===== src/rtl/ram_port1_arbiter_pkg.sv =====
// ram_port1_arbiter_pkg : shared types and constants for the RAM port-1 arbiter
// Rev 1.0
`default_nettype none

package ram_port1_arbiter_pkg;

  typedef enum logic [1:0] {
    ST_IDLE  = 2'd0,
    ST_OWN_A = 2'd1,
    ST_OWN_B = 2'd2
  } arb_state_e;

  localparam logic REQ_A = 1'b0;
  localparam logic REQ_B = 1'b1;

  localparam int RAM_ADDR_W = 7;
  localparam int RAM_DATA_W = 16;

endpackage

`default_nettype wire


===== src/rtl/ram_port1_arbiter_rr_pick2.sv =====
// rr_pick2 : two-way round-robin pick; the requester not granted last wins a tie
// Rev 1.0
`default_nettype none

module rr_pick2
  import ram_port1_arbiter_pkg::*;
(
  input  logic req_a_i,
  input  logic req_b_i,
  input  logic last_i,
  output logic id_o,
  output logic valid_o
);

  always_comb begin
    valid_o = req_a_i | req_b_i;
    if (req_a_i && req_b_i) begin
      id_o = (last_i == REQ_A) ? REQ_B : REQ_A;
    end else if (req_b_i) begin
      id_o = REQ_B;
    end else begin
      id_o = REQ_A;
    end
  end

endmodule

`default_nettype wire


===== src/rtl/ram_port1_arbiter.sv =====
// ram_port1_arbiter : round-robin arbiter with lock and watchdog for CPU RAM port 1
// Rev 1.0
`default_nettype none

module ram_port1_arbiter
  import ram_port1_arbiter_pkg::*;
#(
  parameter int ADDR_W   = RAM_ADDR_W,
  parameter int DATA_W   = RAM_DATA_W,
  parameter int LOCK_MAX = 8
) (
  input  logic              clk_i,
  input  logic              reset_i,
  input  logic              a_req_i,
  input  logic              a_we_i,
  input  logic [ADDR_W-1:0] a_addr_i,
  input  logic [DATA_W-1:0] a_wdata_i,
  input  logic              a_lock_i,
  output logic              a_gnt_o,
  output logic              a_rvalid_o,
  output logic [DATA_W-1:0] a_rdata_o,
  input  logic              b_req_i,
  input  logic              b_we_i,
  input  logic [ADDR_W-1:0] b_addr_i,
  input  logic [DATA_W-1:0] b_wdata_i,
  input  logic              b_lock_i,
  output logic              b_gnt_o,
  output logic              b_rvalid_o,
  output logic [DATA_W-1:0] b_rdata_o,
  output logic              ram_read_en1_o,
  output logic              ram_write_en1_o,
  output logic [ADDR_W-1:0] ram_addr1_o,
  output logic [DATA_W-1:0] ram_din1_o,
  input  logic [DATA_W-1:0] ram_dout1_i
);

  localparam logic [7:0] WDOG_LOAD = 8'(LOCK_MAX);

  arb_state_e        state_q, state_d;
  logic              last_q, last_d;
  logic [7:0]        wdog_q, wdog_d;
  logic              rvalid_q, rvalid_d;
  logic              rtag_q, rtag_d;

  logic              held, own_lock;
  logic              pick_req_a, pick_req_b, pick_last;
  logic              pick_id, pick_valid;
  logic              gnt_v, sel_we, sel_lock;
  logic [ADDR_W-1:0] sel_addr;
  logic [DATA_W-1:0] sel_wdata;

  // Watchdog value 1 marks the last cycle of a lock: that cycle arbitrates normally.
  always_comb begin
    held       = 1'b0;
    own_lock   = 1'b0;
    pick_req_a = a_req_i;
    pick_req_b = b_req_i;
    pick_last  = last_q;
    case (state_q)
      ST_OWN_A: begin
        own_lock  = a_lock_i;
        pick_last = REQ_A;
        if (wdog_q != 8'd1) begin
          held       = 1'b1;
          pick_req_b = 1'b0;
        end
      end
      ST_OWN_B: begin
        own_lock  = b_lock_i;
        pick_last = REQ_B;
        if (wdog_q != 8'd1) begin
          held       = 1'b1;
          pick_req_a = 1'b0;
        end
      end
      default: ;
    endcase
  end

  rr_pick2 u_pick (
    .req_a_i (pick_req_a),
    .req_b_i (pick_req_b),
    .last_i  (pick_last),
    .id_o    (pick_id),
    .valid_o (pick_valid)
  );

  always_comb begin
    gnt_v     = pick_valid & ~reset_i;
    sel_we    = (pick_id == REQ_B) ? b_we_i    : a_we_i;
    sel_lock  = (pick_id == REQ_B) ? b_lock_i  : a_lock_i;
    sel_addr  = (pick_id == REQ_B) ? b_addr_i  : a_addr_i;
    sel_wdata = (pick_id == REQ_B) ? b_wdata_i : a_wdata_i;

    a_gnt_o         = gnt_v & (pick_id == REQ_A);
    b_gnt_o         = gnt_v & (pick_id == REQ_B);
    ram_write_en1_o = gnt_v & sel_we;
    ram_read_en1_o  = gnt_v & ~sel_we;
    ram_addr1_o     = sel_addr;
    ram_din1_o      = sel_wdata;

    state_d  = state_q;
    wdog_d   = wdog_q;
    last_d   = last_q;
    rvalid_d = gnt_v & ~sel_we;
    rtag_d   = pick_id;

    if (held) begin
      wdog_d = wdog_q - 8'd1;
      if (!own_lock) begin
        state_d = ST_IDLE;
        wdog_d  = 8'd0;
      end
    end else begin
      state_d = ST_IDLE;
      wdog_d  = 8'd0;
      if (gnt_v && sel_lock) begin
        state_d = (pick_id == REQ_B) ? ST_OWN_B : ST_OWN_A;
        wdog_d  = WDOG_LOAD;
      end
    end
    if (gnt_v) begin
      last_d = pick_id;
    end
  end

  always_ff @(posedge clk_i) begin
    if (reset_i) begin
      state_q  <= ST_IDLE;
      last_q   <= REQ_B;
      wdog_q   <= 8'd0;
      rvalid_q <= 1'b0;
      rtag_q   <= REQ_A;
    end else begin
      state_q  <= state_d;
      last_q   <= last_d;
      wdog_q   <= wdog_d;
      rvalid_q <= rvalid_d;
      rtag_q   <= rtag_d;
    end
  end

  // A read in flight when reset arrives is never delivered.
  assign a_rvalid_o = rvalid_q & ~reset_i & (rtag_q == REQ_A);
  assign b_rvalid_o = rvalid_q & ~reset_i & (rtag_q == REQ_B);
  assign a_rdata_o  = ram_dout1_i;
  assign b_rdata_o  = ram_dout1_i;

endmodule

`default_nettype wire


===== config.mk =====
export PLATFORM = sky130hd
export DESIGN_NAME = ram_port1_arbiter
export DESIGN_NICKNAME = d
export VERILOG_FILES = /design/src/rtl/ram_port1_arbiter_pkg.sv /design/src/rtl/ram_port1_arbiter_rr_pick2.sv /design/src/rtl/ram_port1_arbiter.sv
export SDC_FILE = /design/constraint.sdc
export NUM_CORES = 1
export LEC_CHECK = 0
export ABC_AREA = 1
export BUFFER_PORTS_ARGS = -buffer_cell sky130_fd_sc_hd__buf_2
export CORE_AREA = 2 2 69 55
export CTS_BUF_LIST = sky130_fd_sc_hd__clkbuf_4 sky130_fd_sc_hd__clkbuf_8
export CTS_CLUSTER_SIZE = 28
export DETAILED_ROUTE_END_ITERATION = 10
export DIE_AREA = 0 0 71 57
export PLACE_DENSITY = 0.87
export RECOVER_POWER = 100
export SYNTH_ARGS = -nofsm -noshare
export SYNTH_HDL_FRONTEND = slang
export SYNTH_SLANG_ARGS = --single-unit

===== constraint.sdc =====
create_clock -name clk_i -period 4.05 [get_ports clk_i]
set_clock_uncertainty 0.2 [all_clocks]
set_input_delay 0.2025 -clock clk_i [delete_from_list [all_inputs] [get_ports clk_i]]
set_output_delay 0.2025 -clock clk_i [all_outputs]
set_load 0.01 [all_outputs]

Word level (Yosys, flattened, before mapping):

Index checks and enable logic that the tools add are counted.

* logic and storage cells: 48
* output and inout bits: 61
* register bits: 13

* reductions and logical operators: 3
* bitwise logic cells: 13
* mux-type cells: 22
* equality and inequality tests: 4
* add/sub/neg operators: 1

Operators by type and width (number)
* 2-to-1 mux 16 bit: 1
* 2-to-1 mux 8 bit: 2
* 2-to-1 mux 1 bit: 11
* bitwise AND 1 bit: 8
* 2-to-1 mux 2 bit: 4
* inequality test 8 x 1 -> 1 bit (second input constant): 1
* subtractor 8 x 1 -> 8 bit (second input constant): 1
* 2-to-1 mux 7 bit: 1
* 2-to-1 mux 4 bit: 1
* NOT 1 bit: 4
* one-hot mux 1 bit (2 select lines): 2
* equality test 2 x 1 -> 1 bit (second input constant): 1
* equality test 2 bit (second input constant): 1
* logical AND 1 bit: 2
* inequality test 2 bit (second input constant): 1
* OR reduction 2 bit: 1
* bitwise OR 1 bit: 1

Logic depth before layout (Yosys ltp):

Gate-level depths: netlist of run 1.

* depth after elaboration: 9
* mapped depth: 11
* depth with buffers taken out: 11

Cells and area by module:

A second synthesis of run 1 with hierarchy kept.

* cell total of the unflattened synthesis: 218
* area total of the unflattened synthesis: 1276.2 um^2

Modules (own cells, without submodules)
* ram_port1_arbiter: cells each 215, area each 1261.2 um^2, seq. area each 260.2 um^2, instances 1
* rr_pick2: cells each 3, area each 15.0 um^2, seq. area each 0.0 um^2, instances 1

Least setup slack after synthesis of run 1:

Ideal clock, no wire load.

* kind: reg-to-output
* start point: reg state_q[0]
* end point: out ram_write_en1_o
* path buffers: 1
* data arrival time: 1.455 ns
* path slack: 2.192 ns
* cell stages (with the launch flop): 9
* path through: dfxtp_1 > inv_1 > ha_1 > o21ai_0 > nand3_1 > nand2_2 > buf_12 > nand2_2 > a21oi_1

* cells in the longest elaborated chain, start to end: 6

RTL lines
* start: declaration: line ram_port1_arbiter.sv:39 `arb_state_e state_q, state_d;`
* start signal: assignment: line ram_port1_arbiter.sv:135 `state_q <= state_d;`
* equality test 2 bit or equality test 2 x 1 -> 1 bit (tied branches): line ram_port1_arbiter.sv:59 `case (state_q)`
* one-hot mux 1 bit (2 select lines) or 2-to-1 mux 1 bit (tied branches): line ram_port1_arbiter.sv:59
* 2-to-1 mux 1 bit, or another cell as far along: line ram_port1_arbiter_rr_pick2.sv:18 `id_o = (last_i == REQ_A) ? REQ_B : REQ_A;`
* 2-to-1 mux 1 bit: line ram_port1_arbiter_rr_pick2.sv:17 `if (req_a_i && req_b_i) begin`
* 2-to-1 mux 1 bit: line ram_port1_arbiter.sv:90 `sel_we = (pick_id == REQ_B) ? b_we_i : a_we_i;`
* bitwise AND 1 bit (*): line ram_port1_arbiter.sv:97 `ram_write_en1_o = gnt_v & sel_we;`
* end: declaration: line ram_port1_arbiter.sv:31 `output logic ram_write_en1_o,`

Every way passes the cells marked *; elsewhere a longest branch is shown, timed or not.

Worst setup path after layout of run 1:

* start point: reg state_q[0]
* end point: out ram_read_en1_o

* cells in the longest elaborated chain, start to end: 7

RTL lines
* equality test 2 bit or equality test 2 x 1 -> 1 bit (tied branches): line ram_port1_arbiter.sv:59
* one-hot mux 1 bit (2 select lines) or 2-to-1 mux 1 bit (tied branches): line ram_port1_arbiter.sv:59
* 2-to-1 mux 1 bit, or another cell as far along: line ram_port1_arbiter_rr_pick2.sv:18
* 2-to-1 mux 1 bit: line ram_port1_arbiter_rr_pick2.sv:17
* 2-to-1 mux 1 bit: line ram_port1_arbiter.sv:90
* NOT 1 bit: line ram_port1_arbiter.sv:98 `ram_read_en1_o = gnt_v & ~sel_we;`
* bitwise AND 1 bit (*): line ram_port1_arbiter.sv:98
* end: declaration: line ram_port1_arbiter.sv:30 `output logic ram_read_en1_o,`

Marked as above.

==> results of run 1 <==
power by group:
part,internal [mW],switching (mW)
combinational,0.0551,0.0836
sequential,0.132,0.00282
clock,0.0762,0.0463
total,0.264,0.133
logic make-up after synthesis:
group / count (synthesis) / synth area share [%]
AND/OR/NAND/NOR: 130 / 41.67
XOR/XNOR: 4 / 2.727
flip-flops: 13 / 20.25
adder cells (fa/ha/maj): 4 / 3.895
AO/OA/AOI/OAI: 7 / 3.018
buffers and inverters: 51 / 28.43
critical path: stages, from the launching register on:
cell and delay (ns):
dfxtp_1 0.36, inv_1 0.06, ha_1 0.32, o21ai_0 0.18, nand3_1 0.12, nand2_2 0.49, inv_1 0.54, nand2_1 0.20
nand2_1 0.08, nor2_1 0.09, clkbuf_1 0.16
worst paths after layout:
kind / startpoint / endpoint / slack, ns / cells past startpoint
max: state_q[0] / ram_read_en1_o / 0.81 / 10
min: reset_i / rtag_q / 0.04 / 2
max reg2reg: state_q[0] / rvalid_q / 1.32 / 10
min reg2reg: wdog_q[0] / wdog_q[0] / 0.25 / 1
flip-flops by register name, summed over array words and instances (netlist names):
signal / cells
last_q: 1
rtag_q: 1
rvalid_q: 1
state_q: 2
wdog_q: 8
synthesized netlist by cell type:
cell type,instances,share of area (%)
nand2_1,91,27
buf_4,32,19
nor2_1,22,6.4
dfxtp_1,13,20
inv_1,13,3.8
nand3_1,7,2.7
ha_1,4,3.9
nand2_2,4,1.9
a21oi_1,3,1.2
nor2_2,3,1.5
o21ai_0,3,1.2
xnor2_1,3,2.0
buf_6,2,1.8
buf_8,2,2.3
or2_2,2,0.97
buf_12,1,1.6
inv_2,1,0.29
nor2_8,1,1.6
o21ai_2,1,0.68
xor2_1,1,0.68
cell type report:
| cell class | instances | area (µm²) |
|---|---|---|
| Tap cell | 42 | 52.55 |
| Fill cell | 386 | 1999 |
| Timing Repair Buffer | 82 | 374.1 |
| Clock buffer | 4 | 48.80 |
| Inverter | 14 | 52.55 |
| Multi-Input combinational cell | 145 | 659.4 |
| Sequential cell | 13 | 260.3 |
stage by stage:
stage	total power, mW	setup slack [ns]	area (µm²)
final	0.3963	0.8071	1448
after global routing	0.4247	0.5209	1448
after CTS	0.4091	1.088	1484
after detailed placement	0.2841	1.362	1435
after global placement	0.2821	1.457	1435
after floorplan	0.2654	2.192	1285
routing by layer:
layer  vias up  global-route usage [%]
met5         -                       0
li1        692                       -
met4         0                   9.164
met2        66                   27.77
met1       540                   15.26
met3         4                   4.064
==> impl_results.md, run 1 <==
- Status: finished, final reports clean
- Grt total ovfl: 0
- Final setup viols: 0
- Avg Cell Area, Syn: 6.148 µm²
- Core Region: 3447 µm²
- Hold-fix buffers, CTS: 0
- Final hold vios: 0
- Ports: 131
- Fin nets: 333
- Starting DRT DRC Count: 17
- Leading cell type in the layout, fill and taps excluded: nand2_1
- Slew margin rel.: 51.27%
- Clk_lat worst skew: 0.24 ns
- Clk pin slew, worst setup/hold paths: 0.05 ns
- Drt first pass iters: 4
- Antenna diodes: 0
- Commonest non-fill, non-tap cells in the layout: nand2_1, buf_2, clkbuf_1
- Post-synthesis sequential area ratio: 20.25%
- Crit path time final: 3.243 ns
- Post-cts sizing count: 0
- Final Max Slew Viols: 0
- Worst Path Arrival: 2.84 ns
- Vias: 1,302
- Antenna Nets Post-Route: 0
- Mapped Cells: 209
- Placed Cells incl. Taps: 296
- Max Root-Sink Buffers: 2
- Kind of critical path: flip-flop to output port
- Max rail drop VDD: 0.1168 mV
- CTS tree: done
- Max Cap Viol: 0
- Initial Utilization: 37.28%
- CTS buffer count: 3
- Routability Congestion: 0.7761
- Total Wirelength: 3129 µm
- Leakage: 0.8508 nW
- M1 WL: 1232 µm
- Worst-margin pin slew: 0.7301 ns
- Via density: 4.340
- Ratio of cells with drive above 1 in the final layout: 26.36%
- Average wire per standard cell: 10.43 µm
- IO Port Bufs: 82
- Setup TNS: 0 ns
- Drc violations: 0
- Top sig layer: met4
- Util after Layout: 42.00%
- Synthesis-to-finish area growth: 12.66%
- Synth unique cells: 20
- Die height: 57 µm
- Critical Path Fanout Max: 30
- Worst EP required: 3.65 ns
- Hold Crit Class: input port to flip-flop
- H-tree depth: 1
- Largest net degree at the start of global routing: 31
- Die Span X: 71 µm
- Fmax: 308.4 MHz
- Sink Count: 13
- Post-DP HPWL: 2508 µm
- Post-Syn Nets: 283
- Hold slack final: 0.03542 ns
- Initial antenna violation count: 0
- Setup crit end kind: output port
- Ys Warns: 0
- Vias in the first global route: 1,165
- Die area: 4047 µm²
- Critical path startpoint category: flip-flop
- Row count: 19
- Mapped Area: 1285 µm²
- FF+latch count, synth: 13
- Met3 WL: 289 µm
- Unrepaired setup endpoints after global routing: no
- PwrDens: 273.7 nW/µm²
- GRT Total Usage: 15.09%
- Post CTS Setup Buffer Count: 0
- First-pass GRT wire length: 4823 µm
- Final Cycle Share: 80.07%
- Routed length on met2: 1541 µm
- Layout Cells excl Fill: 300
- Root buffer cell: clkbuf_8
Power figures use the tool's default switching activity.
==> inputs of run 2 (changes only) <==
ABC_AREA = 0   (was 1)
CORE_AREA = 2 2 76 60   (was 2 2 69 55)
DIE_AREA = 0 0 78 62   (was 0 0 71 57)
PLACE_DENSITY = 0.77   (was 0.87)
clock period = 2.6 ns   (was 4.05 ns; I/O delays follow)
==> run 2 against run 1 <==
Net effect:
- clock power up 57%
- clock-buffer cell count unchanged
- synthesized area up 1.9%
- critical path depth down 4
- routed wire length down 14%
- synthesized cell count down 38%
- critical endpoint is now ram_din1_o[10]
- largest cell class unchanged
==> impl_results.md, run 2 <==
- Setup crit end kind: output port
- Max incr delay on CP: 0.37 ns (-0.17 ns)
- Average wire per standard cell: 11.21 µm (+7.5%)
- Antenna diodes: 0 (unchanged)
- Post-synthesis sequential area ratio: 19.87% (-0.39 points)
- Fin nets: 258 (-23%)
- Yosys top cell area share: 26.36% (-0.22 points)
- CTS buffer count: 3 (unchanged)
- Critical Path Fanout Max: 16 (-47%)
- Synthesis-to-finish area growth: 18.43%
- Clk_lat worst skew: 0.25 ns (about the same)
- Status: finished, final reports clean
- Mapped Area: 1310 µm² (+1.9%)
- Root buffer cell: clkbuf_8
- Synth unique cells: 36 (+80%)
- Post-synth EDFFs: 0 (unchanged)
- Crit path time final: 2.473 ns
- Synth top cells by count: buf_4, mux2_4, dfxtp_1
- FF+latch count, synth: 13 (unchanged)
- Overall Power: 631.5 µW (+59%)
- Grt total ovfl: 0 (unchanged)
- Ys Warns: 0 (unchanged)
- Min-delay src: b_we_i
- Commonest non-fill, non-tap cells in the layout: buf_2, mux2_4, dfxtp_1
- Hold Crit Class: input port to flip-flop
- Slew margin rel.: 73.73% (+22 points)
- Worst-margin pin slew: 0.3941 ns (-0.3360 ns)
- Setup TNS: 0 ns (unchanged)
- Worst reg2reg endpoint: state_q[0]
- Final setup viols: 0 (unchanged)
- CTS tree: done
- Ranking of synthesized cells by area: mux2_4, dfxtp_1, buf_4, ha_1, nor2_1
- Hold slack final: 0.04978 ns (+0.01436 ns)
- Critical path startpoint category: flip-flop
- Total Wirelength: 2690 µm (-14%)
- Dominant cell type by area after synthesis: mux2_4
- H-tree depth: 1 (unchanged)
- Routability Congestion: 0.7769 (+0.10%)
- Sink Count: 13 (unchanged)
- Clk pin slew, worst setup/hold paths: 0.05 ns (about the same)
- Cell at the slowest stage of the critical path: nor4_4
- Starting DRT DRC Count: 41 (+24)
- Via density: 4.400 (+1.4%)
- Unrepaired setup endpoints after global routing: no
- Reg2Reg Depth: 6 (-4)
- R2R Path Start: wdog_q[5]
- Post CTS Setup Buffer Count: 0 (unchanged)
- Final Cycle Share: 95.12%
- Ratio of cells with drive above 1 in the final layout: 56.28% (+30 points)
- Filler Cell Count: 458 (+19%)
- Largest regs: wdog_q (8), state_q (2)
- Hold endpoint: rvalid_q
- IO Port Bufs: 82 (unchanged)
- Initial antenna violation count: 0 (unchanged)
- Final hold vios: 0 (unchanged)
- Worst-path cell chain: nor4_4 -> a41oi_2 -> o21bai_4 -> buf_4 -> mux2_4 -> buf_2
- Fmax: 404.3 MHz
- Avg Cell Area, Syn: 10.08 µm² (+64%)
- Core Region: 4204 µm² (+22%)
- Seq. cell area: 260.3 µm² (unchanged)
- Max rail drop VDD: 0.1989 mV (+70%)
- Worst Path Arrival: 2.14 ns (-0.70 ns)
- R2R Setup Slk: 0.37 ns (-0.95 ns)
- Largest register FFs: 8 (unchanged)
- GRT Total Usage: 9.994% (-5.1 points)
- Leading cell type in the layout, fill and taps excluded: buf_2
- Kind of critical path: flip-flop to output port
- Most frequent cell after synthesis: buf_4
- Max Root-Sink Buffers: 2 (unchanged)
- Die height: 62 µm (+8.8%)
- Antenna Nets Post-Route: 0 (unchanged)
- Ports: 131 (unchanged)
- Vias: 1,056 (-19%)
- Leakage: 0.8219 nW (-3.4%)
- Mapped Cells: 130 (-38%)
- Max Cap Viol: 0 (unchanged)
- Largest net degree at the start of global routing: 17 (-45%)
- Worst hold stages: 3 (+1)
- Die Span X: 78 µm (+9.9%)
- Row count: 21 (+2)
- Multi-input gate area: 715.7 µm² (+8.5%)
- Post-Syn Nets: 204 (-28%)
- Drt first pass iters: 4 (unchanged)
- Initial Utilization: 31.16% (-6.1 points)
- First-pass GRT wire length: 3808 µm (-21%)
- Final Max Slew Viols: 0 (unchanged)
- Vias in the first global route: 890 (-24%)
- Top FF cell, synth: dfxtp_1
- PwrDens: 407.0 nW/µm² (+49%)
- Largest reg by FF count: wdog_q
- Post-DP HPWL: 2214 µm (-12%)
- Asr flop ratio synth: 0% (unchanged)
- Worst EP required: 2.27 ns (-1.38 ns)
- Util after Layout: 36.90% (-5.1 points)
- Post-cts sizing count: 0 (unchanged)
- Drc violations: 0 (unchanged)
- Die area: 4836 µm² (+19%)
run 2: cell families after synthesis:
kind of cell	synth area share (%)
AND/OR/NAND/NOR	13.56
flip-flops	19.87
AO/OA/AOI/OAI	9.456
XOR/XNOR	2.675
buffers and inverters	22.73
adder cells (fa/ha/maj)	3.821
multiplexers	27.89
run 2: how the worst max path moves through the flow:
stage	startpoint	end	depth (start not counted)
2_1_floorplan	wdog_q[5]	ram_din1_o[10]	5
3_3_place_gp	wdog_q[5]	ram_din1_o[6]	6
3_5_place_dp	wdog_q[5]	ram_din1_o[1]	6
4_1_cts	wdog_q[5]	ram_din1_o[1]	6
5_1_grt	wdog_q[1]	ram_addr1_o[2]	7
6_report	wdog_q[5]	ram_din1_o[10]	6
run 2: metal layers:
metal / vias up / GRT usage, % / share of wire [%] / wire length, µm
li1: 524 / - / - / -
met1: 460 / 12.45 / 41 / 1113
met2: 70 / 16.26 / 46 / 1245
met3: 2 / 3.468 / 11 / 306
met4: 0 / 4.010 / 0.89 / 24
met5: - / 0 / 0 / 0
run 2: worst max-delay path, delay by kind of cell, from the launching register on:
family / cells / cell delay [ns]
compound gates: 2 / 0.40
mux: 1 / 0.32
simple gates: 1 / 0.37
flops: 1 / 0.35
buf+inv: 2 / 0.44
run 2: what timing repair did:
action	in CTS	in global routing
hold buffers	2	0
endpoints found under the setup margin	0	0
hold endpoints to repair	3	0
run 2: layout make-up:
cell class                 count  share of cell area [%]
multi-input combinational     76                   46.13
inverter                       4                  0.9677
tap                           57                   4.597
clock buffer                   4                   3.145
timing repair buffer          86                   28.39
sequential                    13                   16.77
run 2: through the flow:
step	setup slack [ns]	cell area (µm²)	std cells
finish	0.1268	1551	240
global route	0.02507	1551	240
CTS	0.1117	1593	240
detailed placement	0.3874	1524	234
global placement	0.4094	1524	234
floorplan	0.6667	1310	130
run 2: where the power goes:
part	switching (mW)	internal, mW
logic	0.100	0.128
registers	0.00425	0.206
clock network	0.0742	0.119
total	0.179	0.453
